[src/rtl/pipe_pkg.sv]
// Shared definitions for the pipeline hazard controller.
//   REG_AW            register address width
//   FWD_RF/WB/MEM     EX operand forwarding select encodings
//   state_e           hazard sequencer states (RUN, FLUSH, MEM_WAIT)
package pipe_pkg;

    localparam int REG_AW = 5;

    localparam logic [1:0] FWD_RF  = 2'b00;
    localparam logic [1:0] FWD_WB  = 2'b01;
    localparam logic [1:0] FWD_MEM = 2'b10;

    typedef enum logic [1:0] {
        RUN      = 2'b00,
        FLUSH    = 2'b01,
        MEM_WAIT = 2'b10
    } state_e;

endpackage

[src/rtl/fwd_unit.sv]
// Combinational forwarding compare for one EX source operand.
//   ex_src                     source register read by the EX instruction
//   mem_rd / mem_reg_write     destination and write flag in EX_MEM
//   wb_rd  / wb_reg_write      destination and write flag in MEM_WB
//   fwd_sel                    FWD_MEM, FWD_WB or FWD_RF
module fwd_unit #(
    parameter int AW = pipe_pkg::REG_AW
) (
    input  logic [AW-1:0] ex_src,
    input  logic [AW-1:0] mem_rd,
    input  logic          mem_reg_write,
    input  logic [AW-1:0] wb_rd,
    input  logic          wb_reg_write,
    output logic [1:0]    fwd_sel
);
    import pipe_pkg::*;

    // MEM is the younger producer so it wins over WB; r0 is hard-wired and never forwarded.
    always_comb begin
        fwd_sel = FWD_RF;
        if (mem_reg_write && (mem_rd != {AW{1'b0}}) && (mem_rd == ex_src)) begin
            fwd_sel = FWD_MEM;
        end else if (wb_reg_write && (wb_rd != {AW{1'b0}}) && (wb_rd == ex_src)) begin
            fwd_sel = FWD_WB;
        end else begin
            fwd_sel = FWD_RF;
        end
    end

endmodule

[src/rtl/pipe_hazard_ctrl.sv]
// Central hazard controller for a 5-stage pipeline.
// Inputs : ID/EX/MEM/WB register fields and write flags, ex_mem_read,
//          ex_branch_taken, dmem_busy.
// Outputs: hold/clear for PC, IF_ID, ID_EX, EX_MEM (combinational, same
//          cycle as the hazard), fwd_a/fwd_b operand selects, and
//          saturating stall_cnt / flush_cnt event counters.
// Priority within a cycle: dmem_busy, then taken branch, then load-use.
module pipe_hazard_ctrl #(
    parameter int REG_AW    = pipe_pkg::REG_AW,
    parameter int FLUSH_CYC = 2,
    parameter int CNT_W     = 16
) (
    input  logic              clk,
    input  logic              rst_n,
    input  logic [REG_AW-1:0] id_rs,
    input  logic [REG_AW-1:0] id_rt,
    input  logic              id_use_rs,
    input  logic              id_use_rt,
    input  logic [REG_AW-1:0] ex_rs,
    input  logic [REG_AW-1:0] ex_rt,
    input  logic [REG_AW-1:0] ex_rd,
    input  logic              ex_reg_write,
    input  logic              ex_mem_read,
    input  logic              ex_branch_taken,
    input  logic [REG_AW-1:0] mem_rd,
    input  logic              mem_reg_write,
    input  logic [REG_AW-1:0] wb_rd,
    input  logic              wb_reg_write,
    input  logic              dmem_busy,
    output logic              pc_hold,
    output logic              if_id_hold,
    output logic              if_id_clear,
    output logic              id_ex_hold,
    output logic              id_ex_clear,
    output logic              ex_mem_hold,
    output logic [1:0]        fwd_a,
    output logic [1:0]        fwd_b,
    output logic [CNT_W-1:0]  stall_cnt,
    output logic [CNT_W-1:0]  flush_cnt
);
    import pipe_pkg::*;

    localparam int FC_W = 2;  // holds FLUSH_CYC-1 for FLUSH_CYC in 1..3
    localparam logic [FC_W-1:0]  FC_ONE  = {{(FC_W-1){1'b0}}, 1'b1};
    localparam logic [CNT_W-1:0] CNT_ONE = {{(CNT_W-1){1'b0}}, 1'b1};
    localparam logic [CNT_W-1:0] CNT_MAX = {CNT_W{1'b1}};

    state_e            state_q, state_d;
    state_e            resume_q, resume_d;
    state_e            eff_state_s;
    logic [FC_W-1:0]   flush_rem_q, flush_rem_d;
    logic [CNT_W-1:0]  stall_cnt_q, stall_cnt_d;
    logic [CNT_W-1:0]  flush_cnt_q, flush_cnt_d;

    logic load_use_s;
    logic flush_evt_s;
    logic pc_hold_s, if_id_hold_s, if_id_clear_s;
    logic id_ex_hold_s, id_ex_clear_s, ex_mem_hold_s;
    logic [1:0] fwd_a_s, fwd_b_s;

    // Loads are recognised by ex_mem_read alone; the write flag is not needed here.
    logic unused_ex_reg_write_s;
    assign unused_ex_reg_write_s = ex_reg_write;

    assign load_use_s = ex_mem_read && (ex_rd != {REG_AW{1'b0}}) &&
                        ((id_use_rs && (id_rs == ex_rd)) ||
                         (id_use_rt && (id_rt == ex_rd)));

    // While waiting on memory we act as the interrupted state the moment busy drops.
    assign eff_state_s = (state_q == MEM_WAIT) ? resume_q : state_q;

    // Hazard sequencing: next state, flush down-count and hold/clear strobes.
    always_comb begin
        state_d       = state_q;
        resume_d      = resume_q;
        flush_rem_d   = flush_rem_q;
        flush_evt_s   = 1'b0;
        pc_hold_s     = 1'b0;
        if_id_hold_s  = 1'b0;
        if_id_clear_s = 1'b0;
        id_ex_hold_s  = 1'b0;
        id_ex_clear_s = 1'b0;
        ex_mem_hold_s = 1'b0;
        if (dmem_busy) begin
            // Freeze the whole front of the pipe; flush progress is parked untouched.
            pc_hold_s     = 1'b1;
            if_id_hold_s  = 1'b1;
            id_ex_hold_s  = 1'b1;
            ex_mem_hold_s = 1'b1;
            state_d       = MEM_WAIT;
            resume_d      = eff_state_s;
        end else begin
            resume_d = RUN;
            case (eff_state_s)
                RUN: begin
                    if (ex_branch_taken) begin
                        if_id_clear_s = 1'b1;
                        id_ex_clear_s = 1'b1;
                        flush_evt_s   = 1'b1;
                        if (FLUSH_CYC > 1) begin
                            state_d     = FLUSH;
                            flush_rem_d = FC_W'(FLUSH_CYC - 1);
                        end else begin
                            state_d     = RUN;
                            flush_rem_d = {FC_W{1'b0}};
                        end
                    end else if (load_use_s) begin
                        // One bubble: the load moves to MEM next cycle, clearing the condition.
                        pc_hold_s     = 1'b1;
                        if_id_hold_s  = 1'b1;
                        id_ex_clear_s = 1'b1;
                        state_d       = RUN;
                    end else begin
                        state_d = RUN;
                    end
                end
                FLUSH: begin
                    // Branches raised here come from squashed instructions and are ignored.
                    if_id_clear_s = 1'b1;
                    id_ex_clear_s = 1'b1;
                    if (flush_rem_q <= FC_ONE) begin
                        flush_rem_d = {FC_W{1'b0}};
                        state_d     = RUN;
                    end else begin
                        flush_rem_d = flush_rem_q - FC_ONE;
                        state_d     = FLUSH;
                    end
                end
                default: begin
                    flush_rem_d = {FC_W{1'b0}};
                    state_d     = RUN;
                end
            endcase
        end
    end

    // Saturating event counters.
    always_comb begin
        stall_cnt_d = stall_cnt_q;
        flush_cnt_d = flush_cnt_q;
        if (pc_hold_s && (stall_cnt_q != CNT_MAX)) begin
            stall_cnt_d = stall_cnt_q + CNT_ONE;
        end else begin
            stall_cnt_d = stall_cnt_q;
        end
        if (flush_evt_s && (flush_cnt_q != CNT_MAX)) begin
            flush_cnt_d = flush_cnt_q + CNT_ONE;
        end else begin
            flush_cnt_d = flush_cnt_q;
        end
    end

    // Sequencer state, pending flush count and counters.
    always_ff @(posedge clk or negedge rst_n) begin
        if (!rst_n) begin
            state_q     <= RUN;
            resume_q    <= RUN;
            flush_rem_q <= {FC_W{1'b0}};
            stall_cnt_q <= {CNT_W{1'b0}};
            flush_cnt_q <= {CNT_W{1'b0}};
        end else begin
            state_q     <= state_d;
            resume_q    <= resume_d;
            flush_rem_q <= flush_rem_d;
            stall_cnt_q <= stall_cnt_d;
            flush_cnt_q <= flush_cnt_d;
        end
    end

    fwd_unit #(.AW(REG_AW)) u_fwd_a (
        .ex_src        (ex_rs),
        .mem_rd        (mem_rd),
        .mem_reg_write (mem_reg_write),
        .wb_rd         (wb_rd),
        .wb_reg_write  (wb_reg_write),
        .fwd_sel       (fwd_a_s)
    );

    fwd_unit #(.AW(REG_AW)) u_fwd_b (
        .ex_src        (ex_rt),
        .mem_rd        (mem_rd),
        .mem_reg_write (mem_reg_write),
        .wb_rd         (wb_rd),
        .wb_reg_write  (wb_reg_write),
        .fwd_sel       (fwd_b_s)
    );

    // Strobes are combinational, so they are forced low while reset is held.
    assign pc_hold     = rst_n & pc_hold_s;
    assign if_id_hold  = rst_n & if_id_hold_s;
    assign if_id_clear = rst_n & if_id_clear_s;
    assign id_ex_hold  = rst_n & id_ex_hold_s;
    assign id_ex_clear = rst_n & id_ex_clear_s;
    assign ex_mem_hold = rst_n & ex_mem_hold_s;
    assign fwd_a       = rst_n ? fwd_a_s : FWD_RF;
    assign fwd_b       = rst_n ? fwd_b_s : FWD_RF;
    assign stall_cnt   = stall_cnt_q;
    assign flush_cnt   = flush_cnt_q;

endmodule

[config.mk]
export PLATFORM = sky130hd
export DESIGN_NAME = pipe_hazard_ctrl
export DESIGN_NICKNAME = d
export VERILOG_FILES = /design/src/rtl/pipe_pkg.sv /design/src/rtl/fwd_unit.sv /design/src/rtl/pipe_hazard_ctrl.sv
export SDC_FILE = /design/constraint.sdc
export NUM_CORES = 1
export LEC_CHECK = 0
export BUFFER_PORTS_ARGS = -buffer_cell sky130_fd_sc_hd__buf_2
export CAP_MARGIN = 20
export CORE_MARGIN = 10
export CORE_UTILIZATION = 45
export CTS_CLUSTER_DIAMETER = 80
export DETAILED_ROUTE_END_ITERATION = 7
export GPL_ROUTABILITY_DRIVEN = 0
export GPL_TIMING_DRIVEN = 0
export PLACE_DENSITY = 0.77
export SLEW_MARGIN = 20
export SYNTH_ARGS = -nofsm -noshare
export SYNTH_HDL_FRONTEND = slang
export SYNTH_HIERARCHICAL = 1
export SYNTH_SLANG_ARGS = --single-unit
[constraint.sdc]
create_clock -name clk -period 1.8 [get_ports clk]
set_input_delay 0.36 -clock clk [delete_from_list [all_inputs] [get_ports clk]]
set_output_delay 0.36 -clock clk [all_outputs]
set_load 0.005 [all_outputs]
# Yosys cells after proc, flatten, opt, wreduce, memory -nomap -nowiden
# Cells that the tools add are included.
# word_totals
output_inout_bits	42
inputBits	45
ff_bits	38
word_cells	71
# op_classes
bitwise	5
order_cmp	1
mux	28
n_eq_ne	11
n_addsub	3
reduce_logical	18
# ops
cell	count
adder 16 x 1 -> 16 bit, second input constant	2
inequality test 16 bit, second input constant	2
== test 5 bit	6
two-way mux 2 bit	9
two-way mux 1 bit	15
nonzero test 5 bit	3
logical AND 1 bit	12
case mux 2 bit (2 select lines)	2
AND 1 bit	4
case mux 1 bit (2 select lines)	2
== test 2 x 1 -> 1 bit, second input constant	1
== test 2 bit, second input constant	1
less-or-equal comparator 2 x 1 -> 1 bit, second input constant	1
zero test 2 bit	1
inequality test 2 bit, second input constant	1
AND reduction 2 bit	1
subtractor 2 x 1 -> 2 bit, second input constant	1
logical OR 1 bit	1
inverter 1 bit	1

# Logic depth before layout (Yosys ltp)
# depth
depth_word	9
mapped_depth	8

# Hierarchy
# Netlist, hierarchy kept.
# modules_own_cells
mod	cells_per_inst	n_inst	area_each_um2
pipe_hazard_ctrl	197	1	2052.0
fwd_unit	20	2	151.4

# Worst setup path before layout
# Ideal clock, no wire load.
# synth_path
path_type	input to register
start	input ex_rd[1]
end	register stall_cnt_q[1], in the netlist stall_cnt[1]
path_buffers	1
cell_stages	6
path_slack_ns	-0.096
setup_time_ns	0.125
t_arrival_ns	1.771
path_cell_list	or4_1 -> o21ai_2 -> nor3_2 -> a21oi_4 -> buf_8 -> mux2_4
# synth_via
elab_chain_len	9
# synth_lines
item	line	source
from (decl)	pipe_hazard_ctrl.sv:21	input logic [REG_AW-1:0] ex_rd,
== test 5 bit (on tied branches)	pipe_hazard_ctrl.sv:66, pipe_hazard_ctrl.sv:67	
logical AND 1 bit (on tied branches)	pipe_hazard_ctrl.sv:66, pipe_hazard_ctrl.sv:67	
logical OR 1 bit	pipe_hazard_ctrl.sv:66	((id_use_rs && (id_rs == ex_rd)) ||
logical AND 1 bit *	pipe_hazard_ctrl.sv:65	assign load_use_s = ex_mem_read && (ex_rd != {REG_AW{1'b0}}) &&
two-way mux 1 bit *	pipe_hazard_ctrl.sv:107	end else if (load_use_s) begin
two-way mux 1 bit *	pipe_hazard_ctrl.sv:96	if (ex_branch_taken) begin
two-way mux 1 bit *	pipe_hazard_ctrl.sv:94	case (eff_state_s)
two-way mux 1 bit *	pipe_hazard_ctrl.sv:84	if (dmem_busy) begin
logical AND 1 bit *	pipe_hazard_ctrl.sv:141	if (pc_hold_s && (stall_cnt_q != CNT_MAX)) begin
to (signal assigned)	pipe_hazard_ctrl.sv:159	stall_cnt_q <= {CNT_W{1'b0}};
to (signal assigned)	pipe_hazard_ctrl.sv:165	stall_cnt_q <= stall_cnt_d;
to (decl)	pipe_hazard_ctrl.sv:52	logic [CNT_W-1:0] stall_cnt_q, stall_cnt_d;
# Mark *: on every way between the ends. The rest lies on a longest branch, timed or not.
# A chain may end at the register's enable or synchronous reset.

# Final worst setup path
# layout_path
start	input ex_rd[4]
end	output pc_hold
# layout_via
elab_chain_len	9
# layout_lines
item	line	source
== test 5 bit (on tied branches)	pipe_hazard_ctrl.sv:66, pipe_hazard_ctrl.sv:67	
logical AND 1 bit (on tied branches)	pipe_hazard_ctrl.sv:66, pipe_hazard_ctrl.sv:67	
logical OR 1 bit	pipe_hazard_ctrl.sv:66	
logical AND 1 bit *	pipe_hazard_ctrl.sv:65	
two-way mux 1 bit *	pipe_hazard_ctrl.sv:107	
two-way mux 1 bit *	pipe_hazard_ctrl.sv:96	
two-way mux 1 bit *	pipe_hazard_ctrl.sv:94	
two-way mux 1 bit *	pipe_hazard_ctrl.sv:84	
AND 1 bit *	pipe_hazard_ctrl.sv:189	assign pc_hold = rst_n & pc_hold_s;
to (decl)	pipe_hazard_ctrl.sv:30	output logic pc_hold,
# Marked as above.

==> metrics.csv <==
metric,value,unit
clk_lat worst skew,290,ps
Finished Layout Cells,431,
relative slew slack,0.5453,
sequential area share after synthesis,0.4038,
Crit Path Max Fanout,3,
cell taking the most area after synthesis,dfrtp_1,
DRC,0,
gr ovfl total,0,
clock skew,7.193,ps
Starting Density,0.4610,
clk sinks,38,
Post-Syn Area,2355,um^2
outcome,finished with violations,
Max Cap Viol,0,
Leak,1.659,nW
TNS Setup,-2522,ps
area occupied by multi-input gates,1663,um^2
Synth cell types,41,
Hold WS,53.94,ps
synth cell count leaders,"38 x dfrtp_1, 34 x xnor2_1, 22 x nand2_1, 20 x xor2_1, 16 x nand3_1",
Post-synth EDFFs,0,
post-route ant nets,0,
fillers,377,
CTS buffer count,5,
Setup crit start kind,input pin,
Sequential cell area,954.7,um^2
Max Root-Sink Buffers,2,
post-DP HPWL,4598,um
chip width,92.34,um
Pint,2.145,mW
Async SR Flop Fraction,1.000,
area share of the largest cell type after synthesis,0.4038,
clock power share,0.219,
Layout Nets,408,
Row Count,26,
Area growth syn-to-layout,53.67,%
vias per cell,5.234,
crit path time final,2060,ps
Crit. End Element,output port,
die area,8527,um^2
buffers added on ports,85,
Syn Nets,284,
Syn. warnings,6,
power density cells,933.8,nW/um^2
I/O pins,87,
total number of vias,2256,
failing checks,negative setup slack,
RSZ-0062 raised after global routing,true,
Worst-Margin Slew,680.4,ps
CP Class,in -> out,
ANT cells,0,
hold crit path type,in -> async,
first-pass GRT wire length,11160,um
Reg power frac,0.390,
# hold bufs at CTS,0,
Core ar.,5107,um^2
sw frac,0.3652,
placed insts,392,
initial drt markers,110,
Peak VDD IR,0.8148,mV
H-tree levels,2,
clk root buf,clkbuf_8,
pin count of the biggest net entering global routing,46,
CTS tree,yes,
dominant cell by count in the synthesized netlist,dfrtp_1,
Synth Flop Type,dfrtp_1,
switching power,1.234,mW
Final Hold Fails,0,
antenna violations before repair,0,
"CTS clk-pin slew, worst paths",80,ps
Gate power share,0.391,
setup ws final,-260.5,ps
Tcrit/Tclk final,1.145,
number of setup violations in the final report,19,
CP required,1440,ps
instance count of the mapped netlist,237,
Die H,92.34,um
number of global-route vias before repair,2330,
achievable clock frequency,485.3,MHz
#FFs+latches synth,38,
share of layout cells above drive strength 1,0.5069,
Avg WL per Cell,16.21,um
drt total wl,6985,um
drt first pass iters,4,
top post-synthesis cells by area,"dfrtp_1 40%, xnor2_1 13%, xor2_1 7.4%",
gr usage total,0.1557,
Avg Synthesized Cell Area,9.936,um^2
crit path DAT,1700,ps
Max Slew Vio Count,0,
Util after Layout,0.7085,
==> through the flow <==
step,cell area (um^2),power [mW],setup WS (ps)
2_1_floorplan,2372,1.769,-66.94
6_report,3618,3.379,-260.5
4_1_cts,3368,3.238,-249.6
3_5_place_dp,2885,2.194,-307.7
3_3_place_gp,2885,2.156,-290.7
5_1_grt,3618,3.567,-325.9
==> power groups by stage <==
| stage | sequential (mW) | combinational [mW] | clock [mW] |
|---|---|---|---|
| final | 1.32 | 1.32 | 0.739 |
| after global placement | 1.30 | 0.855 | 0 |
| after floorplan | 1.29 | 0.476 | 0 |
| after detailed placement | 1.32 | 0.877 | 0 |
| after global routing | 1.34 | 1.44 | 0.782 |
| after CTS | 1.30 | 1.18 | 0.758 |
==> worst paths after layout <==
path	start	to	slack, ps	cells past startpoint
max	ex_rd[4]	pc_hold	-260	8
min	rst_n	stall_cnt[7]	50	1
max reg2reg	stall_cnt[1]	stall_cnt[1]	-220	7
min reg2reg	flush_rem_q[1]	flush_rem_q[1]	500	1
max in group asynchronous	rst_n	state_q[1]	1340	1
min in group clk	dmem_busy	state_q[1]	190	1
==> state kept, by name, indices dropped and copies added (netlist names) <==
register	cells
state_q	2
flush_rem_q	2
stall_cnt	16
flush_cnt	16
resume_q	2
==> layer usage <==
layer  wire [um]  global-route usage  up-vias  part of all wire
met1        2856              0.1894     1081              0.41
met5           0                   0        -                 0
li1            -                   -     1077                 -
met2        3578              0.2624       87              0.51
met4          91             0.04370        0             0.013
met3         458             0.04439       11             0.066
==> repair_timing <==
item | CTS | global route
cloned | 1 | 0
buffers inserted | 18 | 16
endpoints found under the setup margin | 32 | 31
pin swaps | 24 | 35
resized for setup | 38 | 39
==> area by class of cell <==
class / count / area share
multi-input cells: 190 / 0.4595
flip-flops and latches: 38 / 0.2638
repair buffers: 117 / 0.2068
well taps: 70 / 0.02420
clock buffers: 6 / 0.02282
plain buffers: 4 / 0.009336
clock inverters: 1 / 0.008299
inverters: 5 / 0.005187
==> critical path, cell delays in order <==
cell,delay (ps)
buf_8,100
or4_4,520
o21ai_2,160
nand2b_4,140
o21a_1,130
nor2b_2,40
buf_4,130
buf_6,100
==> layout by cell type, fill, tap and decap left out, types with 4 or more instances in the layout <==
cell type / count
buf_2: 76
dfrtp_1: 35
xnor2_1: 31
buf_4: 29
nand2_1: 21
xor2_1: 20
nand3_1: 14
buf_6: 12
nand4_1: 10
nor3_4: 9
nor2_1: 8
and2_1: 6
nor3_1: 6
clkbuf_8: 6
inv_1: 5
nor4_4: 5
a21oi_1: 4
o21ai_0: 4
==> kinds of logic (layout without fill, tap and decap cells) <==
family | count (synthesis) | in the layout | synth area share
AOI/OAI and AO/OA | 24 | 24 | 0.08662
xor gates and xnor gates | 54 | 54 | 0.2009
adders and majority gates | 2 | 2 | 0.01063
buffers and inverters | 9 | 133 | 0.02231
DFF | 38 | 38 | 0.4038
muxes | 3 | 3 | 0.01594
and+or+nand+nor | 107 | 107 | 0.2598
(Power assumes the default switching activity.)
